$ cat src/rtl/clk_div_ctrl.sv
// Run-time programmable 50%-duty clock divider with glitch-free ratio updates.
// Ratio changes and stops only take effect at the end of a full low phase.
module clk_div_ctrl #(
  parameter int          CNT_W        = 8,
  parameter int unsigned DEFAULT_HALF = 1
) (
  input  logic             clk_in,
  input  logic             srst,
  input  logic             en,
  input  logic             cfg_valid,
  output logic             cfg_ready,
  input  logic [CNT_W-1:0] cfg_half,
  output logic             cfg_err,
  output logic             clk_out,
  output logic             rise_tick,
  output logic             busy,
  output logic [CNT_W-1:0] cur_half
);

  typedef enum logic [1:0] {IDLE, RUN, STOPPING} state_t;

  state_t           state;
  logic [CNT_W-1:0] cnt;
  logic [CNT_W-1:0] pend_half;
  logic             pend_valid;

  logic accept;
  logic accept_nz;
  logic at_wrap;
  logic low_end;

  assign accept    = cfg_valid && !pend_valid;
  assign accept_nz = accept && (cfg_half != '0);
  assign at_wrap   = (cnt == cur_half - CNT_W'(1));
  assign low_end   = at_wrap && !clk_out;

  assign cfg_ready = ~pend_valid;
  assign busy      = (state != IDLE);

  always_ff @(posedge clk_in) begin
    if (srst) begin
      state      <= IDLE;
      cnt        <= '0;
      clk_out    <= 1'b0;
      rise_tick  <= 1'b0;
      cfg_err    <= 1'b0;
      cur_half   <= CNT_W'(DEFAULT_HALF);
      pend_half  <= '0;
      pend_valid <= 1'b0;
    end else begin
      rise_tick <= 1'b0;
      cfg_err   <= accept && (cfg_half == '0);
      case (state)
        IDLE: begin
          cnt     <= '0;
          clk_out <= 1'b0;
          if (en) begin
            state     <= RUN;
            clk_out   <= 1'b1;
            rise_tick <= 1'b1;
            // A config taken on the start edge waits for the first low-end.
            if (accept_nz) begin
              pend_half  <= cfg_half;
              pend_valid <= 1'b1;
            end
          end else if (accept_nz) begin
            cur_half <= cfg_half;
          end
        end
        RUN, STOPPING: begin
          if (at_wrap) begin
            cnt     <= '0;
            clk_out <= ~clk_out;
          end else begin
            cnt <= cnt + CNT_W'(1);
          end
          if (low_end) begin
            if (pend_valid) begin
              cur_half   <= pend_half;
              pend_valid <= 1'b0;
            end
            if (state == STOPPING) begin
              clk_out <= 1'b0;
              state   <= IDLE;
            end else begin
              rise_tick <= 1'b1;
              if (!en) state <= STOPPING;
            end
          end else if (state == RUN && !en) begin
            state <= STOPPING;
          end else if (state == STOPPING && en) begin
            state <= RUN;
          end
          if (accept_nz) begin
            pend_half  <= cfg_half;
            pend_valid <= 1'b1;
          end
        end
        default: state <= IDLE;
      endcase
    end
  end

endmodule

$ cat config.mk
export PLATFORM = sky130hd
export DESIGN_NAME = clk_div_ctrl
export DESIGN_NICKNAME = d
export VERILOG_FILES = /design/src/rtl/clk_div_ctrl.sv
export SDC_FILE = /design/constraint.sdc
export NUM_CORES = 1
export LEC_CHECK = 0
export ABC_AREA = 1
export CAP_MARGIN = 0
export CORE_ASPECT_RATIO = 2
export CORE_UTILIZATION = 47
export CTS_CLUSTER_SIZE = 8
export DETAILED_ROUTE_END_ITERATION = 16
export HOLD_SLACK_MARGIN = 0.12
export PLACE_DENSITY = 0.7
export SLEW_MARGIN = 20
export SYNTH_ARGS = -nofsm -noshare
export SYNTH_HDL_FRONTEND = slang
export SYNTH_SLANG_ARGS = --single-unit
$ cat constraint.sdc
create_clock -name clk_in -period 2.2 [get_ports clk_in]
set_input_delay 0.22 -clock clk_in [delete_from_list [all_inputs] [get_ports clk_in]]
set_output_delay 0.22 -clock clk_in [all_outputs]
set_load 0.01 [all_outputs]
==> run_results.csv, run 1 <==
group,metric,value,unit
layout,area_delta_synth_final,22.9,%
routing,wl_per_cell,12.5,µm
clocking,clockBufferDepth,2,
routing,routed_wl,4460,µm
global_route,grt_start_max_net_pins,18,
critical_path,slowest_delay,0.36,ns
pwr,peakVddDrop,1.07,mV
routing,drt_iter0_drc,40,
clocking,cts.repair.resized,0,
flow_run,maxCapViolCount,0,
sta,rsz0062_at_grt,"no",
global_route,grt-ovfl-total,0,
routing,post-route-drc-count,0,
yosys,synthCells,274,
sta,setup_violations,0,
critical_path,cp.depth,14,
yosys,synth_seq_cells,30,
routing,maxUsedRoutingLayer,"met4",
placed_design,place_congestion,0.890,
clocking,post_cts_buffers,0,
placed_design,hpwl,3510,µm
sta,setup_tns,0,ns
global_route,antenna_found_initial,0,
yosys,syn_area,1820,µm²
die,row_count,31,
global_route,grt_pass1_wl,7280,µm
routing,wl_met3,124,µm
clocking,cts_root_buffer,"clkbuf_8",
pwr,p_leak,0.927,nW
yosys,yosysWarnings,0,
sta,worst_pin_slew,0.395,ns
critical_path,endpoint,"cur_half[1]",
critical_path,worst-path-max-fanout,12,
clocking,clkTransAtPathRegs,0.06,ns
pwr,power_density,1220,nW/µm²
critical_path,crit_chain,"inv_1 -> ha_1 -> nand2_1 -> inv_1 -> nor2_1 -> nand2_1 -> nor2_1 -> nand2_1 -> nor2_4 -> nand3_4 -> nand2_4 -> nand3_4 -> nor2_1 -> a211oi_2",
critical_path,r2r-end,"cur_half[1]",
placed_design,portBuffers,24,
min_path,min_path_type,"reg -> reg",
yosys,synthAdderAreaFrac,4.14,%
critical_path,cp_top_family,"simple AND/OR/NAND/NOR gates",
yosys,synth_compound_area_share,15.8,%
yosys,synth_top_family_by_area,"simple AND/OR/NAND/NOR gates",
die,die_w,45.9,µm
die,ios,25,
critical_path,critical_path_buf_inv_count,2,
sta,maxClockFrequency,495,MHz
placed_design,placedCellCount,347,
die,start_util,49.8,%
sta,report.final.slew_viol_count,0,
sta,finalHoldViolations,0,
routing,first_pass_iters,4,
clocking,cts_hold_buf,0,
clocking,insertion_delay,0.28,ns
critical_path,worst_ep_arrival_time,2.17,ns
sta,finalCritPeriodShare,91.8,%
layout,nNetsFinal,323,
yosys,muxShareOfSynthArea,0,%
critical_path,reg2reg_slack,0.18,ns
clocking,cts.sinks,30,
yosys,yosysUniqueCellTypes,29,
sta,period_needed,2.02,ns
yosys,synthXorXnorAreaFrac,2.89,%
global_route,grtUsageTotal,23.6,%
critical_path,slowest_stage,"dfxtp_1",
routing,dr_wl_met2,2460,µm
clocking,htreeDepth,2,
die,die-area,4130,µm²
critical_path,worst_r2r_path_depth,14,
die,die_y,89.9,µm
routing,m1WireLength,1650,µm
routing,vias_per_cell,5.26,
layout,fin_cells,355,
run_status,status,"finished, final reports clean",
yosys,seq_area_frac_synth,33.1,%
sta,finClkSkew,0.00306,ns
sta,slew_headroom,73.6,%
critical_path,cp-start-kind,"register",
die,core,3650,µm²
yosys,synth-simple-area-share,35.1,%
yosys,synth_nets,292,
layout,drive_gt1_share,10.1,%
routing,vias,1869,
yosys,avgSynthCellArea,6.63,µm²
critical_path,criticalPathCategory,"reg -> reg",
layout,antenna_cells,0,
critical_path,r2r_start,"cur_half[1]",
routing,drt.antenna.violating_nets,0,
layout,n_fill_cell,355,
global_route,grt_pass1_vias,1685,
critical_path,worst_setup_path_end_kind,"register",
clocking,cts_tree,"yes",
critical_path,critPathRequiredTime,2.35,ns
critical_path,critical_path.startpoint,"cur_half[1]",
clocking,numCtsBuffers,5,
[cells in the final DEF (no fill, tap or decap), types with 2 or more instances in the layout]
master            n
nand2_1          76
inv_1            29
dfxtp_1          29
a21oi_1          25
clkdlybuf4s50_1  24
nand3_1          22
nor2_1           21
o21ai_0          16
nand4_1           9
ha_1              6
clkbuf_8          6
buf_4             6
inv_2             5
xnor2_1           4
a211oi_2          3
nor4_1            2
or2_2             2
xor2_1            2
o21ai_1           2
nor2_4            2
nand3_4           2
a211oi_1          2
[metrics by stage]
| stage | area, µm² | total power, mW | hold slack [ns] | setup WS [ns] | util (%) |
|---|---|---|---|---|---|
| global route | 2230 | 2.93 | 0.473 | 0.00656 | 61.2 |
| global placement | 2130 | 2.24 | 0.434 | 0.132 | 58.4 |
| floorplan | 1820 | 1.81 | 0.293 | 0.207 | - |
| CTS | 2220 | 2.71 | 0.452 | 0.0934 | 60.9 |
| detailed placement | 2130 | 2.25 | 0.443 | 0.108 | 58.4 |
| finish | 2230 | 2.72 | 0.450 | 0.181 | 61.2 |
[cell families (layout without fill, tap and decap cells)]
logic type / after synthesis / after routing
compound gates: 51 / 51
xor+xnor: 6 / 6
fa+ha+maj: 6 / 6
buf+inv: 41 / 73
flops: 30 / 30
simple gates: 140 / 140
[report_power, final]
part	switching [mW]	total, mW	internal, mW	leakage (nW)
clock network	0.205	0.457	0.252	0.0482
registers	0.120	0.788	0.668	0.245
logic	0.894	1.47	0.577	0.634
[per-layer routing]
layer  track usage [%]  up-vias
met5                 0        -
met1              25.4      841
met4              16.2        0
met3              3.41       18
li1                  -      966
met2              39.2       44
[flip-flops by register name, summed over array words and instances (netlist names)]
| signal | count |
|---|---|
| pend_valid | 1 |
| rise_tick | 1 |
| pend_half | 8 |
| cur_half | 8 |
| cnt | 8 |
| clk_out | 1 |
| state | 2 |
| cfg_err | 1 |
[synth_stat cells]
library cell	number	share of area, %
buf_6	1	0.62
xnor2_1	4	1.9
inv_2	5	1.0
nor4_1	2	0.69
nand3_1	22	6.1
a21oi_1	26	7.2
nand2_4	1	0.62
nor3_1	1	0.28
ha_1	6	4.1
or2_2	2	0.69
nand3_4	2	1.9
clkbuf_1	4	0.83
nor2_4	1	0.62
o21bai_1	1	0.41
xor2_1	2	0.97
o21ai_1	2	0.55
nand4_1	9	3.1
clkinv_1	1	0.21
o21ai_0	16	4.4
buf_2	1	0.28
nor2_1	21	4.3
a211oi_1	2	0.83
inv_1	29	6.0
nor2_2	2	0.69
a31oi_1	1	0.34
nand2_1	76	16
nand3b_1	1	0.41
dfxtp_1	30	33
a211oi_2	3	2.1
[worst min path at each step]
stage,start,to,slack [ns],cells past startpoint
after floorplan,srst,cur_half[1],0.29,1
after global placement,pend_half[3],pend_half[3],0.43,2
after detailed placement,pend_half[7],pend_half[7],0.44,2
after CTS,pend_half[7],pend_half[7],0.45,2
after global routing,pend_half[6],pend_half[6],0.47,2
final,pend_half[7],pend_half[7],0.45,2
[final cells by class]
class / count / area [µm²] / area share, %
inverters: 35 / 131 / 5.89
flip-flops and latches: 30 / 602 / 27.0
multi-input cells: 203 / 1060 / 47.5
well taps: 49 / 61.3 / 2.75
repair buffers: 30 / 285 / 12.8
clock buffers: 7 / 86.3 / 3.87
clock inverters: 1 / 5.00 / 0.224
[worst min-delay path: stages, from the launching register on]
cell and delay, ns:
dfxtp_1 0.30, inv_1 0.05, a21oi_1 0.05
(Power assumes the default switching activity.)
==> run 2: changes to the inputs <==
CAP_MARGIN = 10   (was 0)
==> results of run 2 <==
No change in the layout: final DEF, timing and power equal those of run 1.
==> run 3: changes to the inputs <==
SLEW_MARGIN = not set   (was 20)
==> results of run 3 <==
No change in the layout: final DEF, timing and power equal those of run 1.
